<file path="src/rtl/cordic_pkg.sv">
// Shared definitions for the CORDIC cosine core and its request scheduler.
package cordic_pkg;

  typedef enum logic [1:0] {
    IDLE,
    ISSUE,
    BUSY,
    RESP
  } state_t;

  localparam int unsigned CORDIC_DW          = 32;
  localparam int unsigned CORDIC_ITER        = 10;
  localparam int unsigned CORDIC_TIMEOUT_DEF = 32;

  // 1/K for the rotation gain, Q2.30
  localparam logic [31:0] CORDIC_GAIN_Q30 = 32'h26DD_3B6A;

  // atan(2^-i) in radians, Q2.30, one entry per iteration
  localparam logic [31:0] CORDIC_ATAN_Q30 [CORDIC_ITER] = '{
    32'h3243_F6A9, 32'h1DAC_6705, 32'h0FAD_BAFD, 32'h07F5_6EA7,
    32'h03FE_AB77, 32'h01FF_D55C, 32'h00FF_FAAB, 32'h007F_FF55,
    32'h003F_FFEB, 32'h001F_FFFD
  };

endpackage

</file>
<file path="src/rtl/rr_arbiter.sv">
// Combinational round-robin arbiter: first active request at or above the
// pointer, wrapping modulo NREQ.
module rr_arbiter #(
  parameter int unsigned NREQ = 2
) (
  input  logic [NREQ-1:0] req_i,
  input  logic [2:0]      ptr_i,
  input  logic            en_i,
  output logic [NREQ-1:0] grant_o,
  output logic [2:0]      idx_o
);

  localparam int unsigned IW = (NREQ > 1) ? $clog2(NREQ) : 1;

  logic [IW-1:0] pos;
  logic          found;

  // Scan upward from the pointer and grant the first requester seen
  always_comb begin
    grant_o = '0;
    idx_o   = '0;
    found   = 1'b0;
    pos     = '0;
    if (en_i) begin
      for (int unsigned k = 0; k < NREQ; k++) begin
        pos = IW'((32'(ptr_i) + k) % NREQ);
        if (!found && req_i[pos]) begin
          found        = 1'b1;
          grant_o[pos] = 1'b1;
          idx_o        = 3'(pos);
        end
      end
    end
  end

endmodule

</file>
<file path="src/rtl/cordic_scheduler.sv">
// Shares one iterative CORDIC cosine core among NREQ requesters: round-robin
// grant, single launch, watchdog abort and a valid/ready response.
module cordic_scheduler
  import cordic_pkg::*;
#(
  parameter int unsigned NREQ    = 2,
  parameter int unsigned DW      = CORDIC_DW,
  parameter int unsigned TIMEOUT = CORDIC_TIMEOUT_DEF,
  parameter int unsigned CW      = 6
) (
  input  logic               clock,
  input  logic               aclr_n,
  input  logic               clk_en,
  input  logic [NREQ-1:0]    req_valid,
  input  logic [NREQ*DW-1:0] req_data,
  output logic [NREQ-1:0]    req_ready,
  output logic               resp_valid,
  output logic [2:0]         resp_id,
  output logic [DW-1:0]      resp_data,
  output logic               resp_err,
  input  logic               resp_ready,
  output logic               core_start,
  output logic [DW-1:0]      core_dataa,
  output logic               core_abort,
  input  logic               core_done,
  input  logic [DW-1:0]      core_result
);

  localparam logic [CW-1:0] CNT_LAST = CW'(TIMEOUT - 1);

  state_t          state_q;
  logic [2:0]      ptr_q;
  logic [CW-1:0]   cnt_q;
  logic [DW-1:0]   dataa_q;
  logic [DW-1:0]   rdata_q;
  logic [2:0]      id_q;
  logic            err_q;
  logic            abort_q;

  logic            arb_en;
  logic [NREQ-1:0] grant;
  logic [2:0]      grant_idx;
  logic [DW-1:0]   grant_data;

  // Grants only exist in enabled, out-of-reset IDLE cycles, so req_ready
  // doubles as the accept pulse
  assign arb_en = aclr_n && clk_en && (state_q == IDLE);

  rr_arbiter #(
    .NREQ (NREQ)
  ) u_arb (
    .req_i   (req_valid),
    .ptr_i   (ptr_q),
    .en_i    (arb_en),
    .grant_o (grant),
    .idx_o   (grant_idx)
  );

  // Select the winning operand from the packed request bus
  always_comb begin
    grant_data = '0;
    for (int unsigned i = 0; i < NREQ; i++) begin
      if (grant[i]) grant_data = req_data[i*DW +: DW];
    end
  end

  assign req_ready  = grant;
  assign core_start = (state_q == ISSUE);
  assign resp_valid = (state_q == RESP);
  assign resp_id    = id_q;
  assign resp_data  = rdata_q;
  assign resp_err   = err_q;
  assign core_dataa = dataa_q;
  assign core_abort = abort_q;

  // Scheduler FSM with watchdog counter, operand/result latches and abort pulse
  always_ff @(posedge clock) begin
    if (!aclr_n) begin
      state_q <= IDLE;
      ptr_q   <= '0;
      cnt_q   <= '0;
      dataa_q <= '0;
      rdata_q <= '0;
      id_q    <= '0;
      err_q   <= 1'b0;
      abort_q <= 1'b0;
    end else if (clk_en) begin
      abort_q <= 1'b0;
      case (state_q)
        IDLE: begin
          if (|grant) begin
            dataa_q <= grant_data;
            id_q    <= grant_idx;
            state_q <= ISSUE;
          end
        end
        ISSUE: begin
          cnt_q   <= '0;
          state_q <= BUSY;
        end
        BUSY: begin
          cnt_q <= cnt_q + 1'b1;
          // completion outranks a watchdog expiry in the same cycle
          if (core_done) begin
            rdata_q <= core_result;
            err_q   <= 1'b0;
            state_q <= RESP;
          end else if (cnt_q == CNT_LAST) begin
            abort_q <= 1'b1;
            rdata_q <= '0;
            err_q   <= 1'b1;
            state_q <= RESP;
          end
        end
        RESP: begin
          if (resp_ready) begin
            ptr_q   <= (id_q == 3'(NREQ - 1)) ? '0 : id_q + 3'd1;
            state_q <= IDLE;
          end
        end
        default: state_q <= IDLE;
      endcase
    end
  end

endmodule

</file>
<file path="config.mk">
export PLATFORM = sky130hd
export DESIGN_NAME = cordic_scheduler
export DESIGN_NICKNAME = d
export VERILOG_FILES = /design/src/rtl/cordic_pkg.sv /design/src/rtl/rr_arbiter.sv /design/src/rtl/cordic_scheduler.sv
export SDC_FILE = /design/constraint.sdc
export NUM_CORES = 1
export LEC_CHECK = 0
export CORE_ASPECT_RATIO = 2
export CORE_MARGIN = 1
export CORE_UTILIZATION = 34
export CTS_CLUSTER_SIZE = 10
export DETAILED_ROUTE_END_ITERATION = 12
export PLACE_DENSITY = 0.87
export SYNTH_ARGS = -nofsm -noshare
export SYNTH_HDL_FRONTEND = slang
export SYNTH_SLANG_ARGS = --single-unit
</file>
<file path="constraint.sdc">
create_clock -name clock -period 1.6 [get_ports clock]
set_clock_uncertainty 0.15 [all_clocks]
set_input_delay 0.32 -clock clock [delete_from_list [all_inputs] [get_ports clock]]
set_output_delay 0.32 -clock clock [all_outputs]
set_load 0.05 [all_outputs]
</file>
==> results of run 1 <==
final cells by class:
cell class              count  area share [%]
clock buffers              12            4.03
clock inverters             4            1.49
inverters                   5           0.373
multi-input cells         164            21.2
flip-flops and latches     76            24.0
well taps                  98            1.92
repair buffers            221            46.9
per-layer routing:
layer | vias up | global-route usage, %
met5 | - | 0
met4 | 0 | 15.6
met3 | 39 | 4.48
met2 | 128 | 43.8
met1 | 1538 | 23.9
li1 | 1444 | -
power by group through the flow:
stage                     Combinational, W  Clock (W)  Sequential (W)
after floorplan                   0.000264          0         0.00221
after global placement             0.00102          0         0.00205
after detailed placement           0.00104          0         0.00205
after CTS                          0.00107    0.00240         0.00201
after global routing               0.00118    0.00250         0.00202
final                              0.00114    0.00236         0.00202
stage by stage:
| step | setup WS (ns) | hold WS [ns] | total power (W) | setup TNS, ns | utilization (%) |
|---|---|---|---|---|---|
| after floorplan | -0.123 | 0.298 | 0.00247 | -2.97 | - |
| after global placement | -0.365 | 0.315 | 0.00307 | -19.61 | 67.9 |
| after detailed placement | -0.458 | 0.328 | 0.00309 | -22.21 | 67.9 |
| after CTS | -0.309 | 0.321 | 0.00548 | -6.30 | 73.7 |
| after global routing | -0.359 | 0.328 | 0.00570 | -10.72 | 76.8 |
| final | -0.329 | 0.307 | 0.00551 | -8.23 | 76.8 |
synth_stat cells:
library cell	count	area, um2
dfxtp_1	76	1520
nor2b_1	33	206
a22o_1	32	280
a222oi_1	31	310
nand2_1	14	52.6
buf_2	12	60.1
clkbuf_1	7	26.3
o21ai_1	7	35.0
ha_1	6	75.1
a21oi_1	5	25.0
nand3_1	5	25.0
buf_6	4	45.0
inv_1	4	15.0
buf_4	3	22.5
nor2_1	3	11.3
or3_1	3	18.8
a21boi_1	2	15.0
and3_4	2	22.5
mux2i_1	2	20.0
nand2b_1	2	12.5
o21ai_0	2	10.0
a21o_1	1	7.51
a221o_1	1	10.0
a31oi_1	1	6.26
and2_1	1	6.26
and4_1	1	8.76
conb_1	1	3.75
inv_2	1	3.75
nand3_2	1	10.0
nand4_1	1	6.26
nor3_1	1	5.00
nor3_2	1	10.0
nor3b_1	1	7.51
o31ai_1	1	7.51
xnor2_1	1	8.76
xor2_1	1	8.76
kinds of logic after synthesis:
group                      count (synthesis)
other                                      1
muxes                                      2
buffers and inverters                     31
xor gates and xnor gates                   2
adders and majority gates                  6
DFF                                       76
AOI/OAI and AO/OA                         83
and+or+nand+nor                           69
worst paths after layout:
kind | end | slack (ns) | startpoint
max | req_ready[0] | -0.33 | state_q[0]
min | cnt_q[1] | 0.31 | clk_en
max reg2reg | core_dataa[18] | -0.29 | state_q[0]
min reg2reg | cnt_q[1] | 0.32 | cnt_q[1]
registers in the layout, summed over array words and instances (netlist names):
register,count
state_q,2
resp_data,32
resp_err,1
cnt_q,6
resp_id,1
ptr_q,1
core_dataa,32
core_abort,1
worst max-delay path: stages, from the launching register on:
cell	delay, ns
dfxtp_2	0.33
inv_2	0.08
ha_4	0.14
and3_4	0.20
and3_4	0.23
buf_12	0.14
repair_timing:
item | CTS | global route
cloned | 1 | 4
buffers inserted | 8 | 10
pin swaps | 31 | 45
setup endpoints to repair | 70 | 73
gates resized for setup | 18 | 25
==> flow_summary_export.csv, run 1 <==
group,metric,value,unit
status,outcome,"complete, but fails checks",
status,failed_checks,"negative setup slack",
placed_design,placed_area,5630,um2
clock_network,insertion_delay,0.33,ns
critical_path,critical_path_class,"flip-flop to output pin",
power,seqPwrFrac,36.6,%
clock_network,ctsHoldBuffers,0,
route,dr.pass1.iters,5,
timing,fmax,0.518,GHz
finish,layout.cells.non_filler,580,
route,dr.max_layer_used,"met4",
finish,stdcell_area,6370,um2
placed_design,dp_cells,544,
placed_design,dp_hpwl,7.90,mm
timing,setup_ws,-0.329,ns
finish,final_cell_mix,"clkdlybuf4s50_1 (99), buf_12 (76), dfxtp_1 (72)",
timing,final-hold-violation-count,0,
power,clockPowerShare,42.8,%
finish,multi_input_area,1350,um2
route,wl_per_cell,20.5,um
floorplanning,pin_count,176,
finish,fillCellCount,511,
route,first_iter_violations,267,
synth,muxShareOfSynthArea,0.686,%
critical_path,startpoint_type,"flip-flop",
critical_path,worstRegToRegCells,9,
placed_design,port_buffers,173,
route,antenna_left,0,
grt,antenna_found_initial,0,
grt,grt_pass1_wl,16.2,mm
synth,synthAdderAreaFrac,2.57,%
synth,ys_ff_latch,76,
grt,first_global_vias,3251,
critical_path,cp.required,1.13,ns
floorplanning,start_util,35.2,%
power,p_sw,0.00132,W
timing,layout_min_cycle_time,1.93,ns
synth,synth_xor_area_share,0.600,%
clock_network,clk_pin_slew_worst_paths,0.06,ns
timing,fin_crit_sh,121,%
power,switching_share,23.9,%
finish,syn2layout_area_growth,118,%
clock_network,clock-sinks,76,
timing,maxSlewViolCount,0,
placed_design,place_congestion,0.874,
route,wirelength_met1,4.07,mm
clock_network,htree_levels,3,
finish,drive_gt1_share,33.2,%
synth,synth-compound-area-share,24.2,%
synth,netlist-cell-type-count,36,
floorplanning,core,8290,um2
timing,setup_viol,60,
finish,mostFrequentLayoutCell,"clkdlybuf4s50_1",
synth,synthCells,270,
hold_path,hp-class,"input pin to flip-flop",
power,p_per_area,866,nW/um2
synth,seq_area_frac_synth,52.1,%
power,irDropWorstVdd,0.653,mV
critical_path,worstPathArrival,1.46,ns
clock_network,cts.path.max_buffers,2,
hold_path,worstHoldPathCells,4,
floorplanning,die_x,67.5,um
synth,syn_avg_cell_area,10.8,um2
power,comb_power_share,20.6,%
clock_network,root_buffer,"clkbuf_16",
synth,yosysWarnings,0,
timing,rsz0062_at_grt,"true",
synth,syn_area,2920,um2
finish,diodes,0,
route,drcViolationCount,0,
floorplanning,dieArea,8990,um2
grt,grt_start_max_net_pins,33,
route,route.met3.wl,527,um
floorplanning,die_y,133,um
route,num_vias,3149,
floorplanning,fp-row-count,47,
route,wl,11.9,mm
grt,grt_usage,24.4,%
route,viasPerCell,5.43,
flow_run,maxCapViolations,0,
clock_network,cts_buffers,9,
clock_network,cts_tree,"built",
critical_path,end_kind,"output pin",
grt,grt-ovfl-total,0,
power,p_int,0.00420,W
finish,regArea,1530,um2
power,p_leak,2.47,nW
synth,synth_top_family_by_area,"compound AO/OA/AOI/OAI gates",
synth,synth-simple-area-share,13.8,%
critical_path,critPathMaxFanout,3,
route,wl_met2,6.66,mm
finish,fin_nets,586,
Power figures use the tool's default switching activity.
==> inputs of run 2 (changes only) <==
CORE_UTILIZATION = 39   (was 34)
PLACE_DENSITY = 0.93   (was 0.87)
SLEW_MARGIN = 40   (was unset)
clock period = 2.4 ns   (was 1.6 ns; I/O delays follow)
==> flow_summary_export.csv, run 2 (same netlist as run 1, synthesis figures left out) <==
group,metric,value,unit
finish,multi_input_area,1250,um2
grt,grt_start_max_net_pins,36,
floorplanning,fp-row-count,44,
critical_path,worstPathArrival,1.73,ns
placed_design,port_buffers,173,
finish,syn2layout_area_growth,73.4,%
route,first_iter_violations,214,
grt,grt_pass1_wl,13.7,mm
critical_path,startpoint_type,"input pin",
timing,setup_viol,0,
floorplanning,die_y,124,um
critical_path,end_kind,"output pin",
clock_network,cts_resized,0,
critical_path,slowest_delay,0.54,ns
route,dr.pass1.iters,5,
power,clockPowerShare,43.1,%
route,wl,8.76,mm
timing,hold_slack,0.315,ns
clock_network,htree_levels,3,
power,p_leak,1.87,nW
power,seqPwrFrac,39.8,%
critical_path,cp_num_buf_inv,3,
clock_network,insertion_delay,0.32,ns
floorplanning,core,7270,um2
route,viasPerCell,5.34,
route,wl_per_cell,16.3,um
floorplanning,start_util,40.2,%
power,p_int,0.00252,W
hold_path,worstHoldPathCells,2,
critical_path,critPathMaxFanout,6,
critical_path,cp.required,1.77,ns
critical_path,crit_slowest_cell,"clkdlybuf4s50_1",
finish,stdcell_area,5060,um2
timing,maxSlewViolCount,0,
route,antenna_left,0,
flow_run,maxCapViolations,0,
clock_network,clk_pin_slew_worst_paths,0.06,ns
critical_path,cp_top_family,"buffers and inverters",
power,irDropWorstVdd,0.455,mV
timing,setup_ws,0.0402,ns
finish,mostFrequentLayoutCell,"clkdlybuf4s50_1",
grt,grt_usage,22.2,%
power,comb_power_share,17.2,%
power,switching_share,24.2,%
floorplanning,pin_count,176,
clock_network,cts_tree,"built",
clock_network,ctsHoldBuffers,0,
critical_path,crit_cells,5,
finish,layout.cells.non_filler,536,
grt,first_global_vias,2830,
route,num_vias,2864,
placed_design,place_congestion,0.834,
timing,worstMarginPinSlew,0.804,ns
critical_path,worstRegToRegCells,8,
finish,drive_gt1_share,8.33,%
power,p_sw,0.000805,W
finish,fin_nets,548,
status,outcome,"finished clean",
power,p_per_area,657,nW/um2
clock_network,cts.path.max_buffers,2,
critical_path,critical_path_class,"input pin to output pin",
timing,fin_tns_setup,0,ns
timing,layout_min_cycle_time,2.36,ns
timing,rsz0062_at_grt,"false",
finish,final_cell_mix,"clkdlybuf4s50_1 (169), dfxtp_1 (76), nor2b_1 (33)",
placed_design,post-place-ws,0.0162,ns
placed_design,dp_hpwl,6.41,mm
hold_path,hp-class,"flip-flop to flip-flop",
timing,slew_headroom,46.2,%
clock_network,clock-sinks,76,
clock_network,cts_buffers,9,
clock_network,root_buffer,"clkbuf_16",
clock_network,post-cts-setup-buffer-count,0,
finish,fillCellCount,531,
timing,fin_crit_sh,98.3,%
finish,regArea,1520,um2
finish,diodes,0,
timing,final-hold-violation-count,0,
critical_path,cp_cell_sequence,"clkdlybuf4s50_1, and3_4, nand3_2, inv_2, buf_12",
timing,fmax,0.424,GHz
route,drcViolationCount,0,
grt,antenna_found_initial,0,
grt,grt-ovfl-total,0,
floorplanning,dieArea,7860,um2
floorplanning,die_x,63.2,um
placed_design,placed_area,4720,um2
placed_design,dp_cells,519,
## run 2: changes by cell type in the layout (fill, tap and decap cells not counted), sizes merged
cell / previous run / this run
buf: 116 / 14
clkdlybuf4s50: 99 / 169
dlygate4sd2: 1 / 0
bufinv: 3 / 2
clkbuf: 15 / 10
dlymetal6s2s: 2 / 0
clkinv: 1 / 4
## run 2: metrics by stage
| step | power (W) | util (%) |
|---|---|---|
| floorplan | 0.00164 | - |
| global placement | 0.00190 | 64.8 |
| detailed placement | 0.00191 | 65.0 |
| CTS | 0.00336 | 69.5 |
| global route | 0.00344 | 69.7 |
| finish | 0.00333 | 69.7 |
## run 2: power by group through the flow
stage / clock network [W] / logic (W) / registers [W]
floorplan: 0 / 0.000167 / 0.00147
global placement: 0 / 0.000550 / 0.00135
detailed placement: 0 / 0.000565 / 0.00135
CTS: 0.00147 / 0.000568 / 0.00132
global route: 0.00152 / 0.000601 / 0.00133
finish: 0.00143 / 0.000571 / 0.00132
## run 2: worst register-to-register path, cell delays in order (launching register included)
cell and delay [ns]:
dfxtp_1 0.37, inv_1 0.10, ha_1 0.22, and3_4 0.21, nand3_2 0.11, inv_2 0.10
buf_4 0.21, a222oi_1 0.49, nor2b_1 0.09
## run 2: metal layers
| metal | vias up | part of all wire [%] | global-route usage, % |
|---|---|---|---|
| met5 | - | 0 | 0 |
| li1 | 1356 | - | - |
| met3 | 18 | 6.7 | 6.50 |
| met4 | 0 | 2.8 | 10.4 |
| met2 | 147 | 52 | 39.7 |
| met1 | 1343 | 38 | 23.2 |
## run 2: cell type report
| class | instances | area share, % |
|---|---|---|
| clock buffer | 10 | 4.72 |
| tap | 92 | 2.27 |
| sequential | 76 | 30.0 |
| timing repair buffer | 183 | 36.1 |
| clock inverter | 6 | 1.73 |
| inverter | 5 | 0.371 |
| multi-input combinational | 164 | 24.7 |
## run 2: final timing paths
| kind | startpoint | endpoint | slack [ns] |
|---|---|---|---|
| worst max-delay path | aclr_n | req_ready[1] | 0.04 |
| worst min-delay path | core_abort | core_abort | 0.32 |
| worst max register to register | state_q[0] | core_dataa[4] | 0.23 |
| worst min register to register | core_abort | core_abort | 0.32 |
==> inputs of run 3 (changes only) <==
CAP_MARGIN = 20   (was unset)
==> results of run 3 <==
No change in the layout: final DEF, timing and power equal those of run 2.
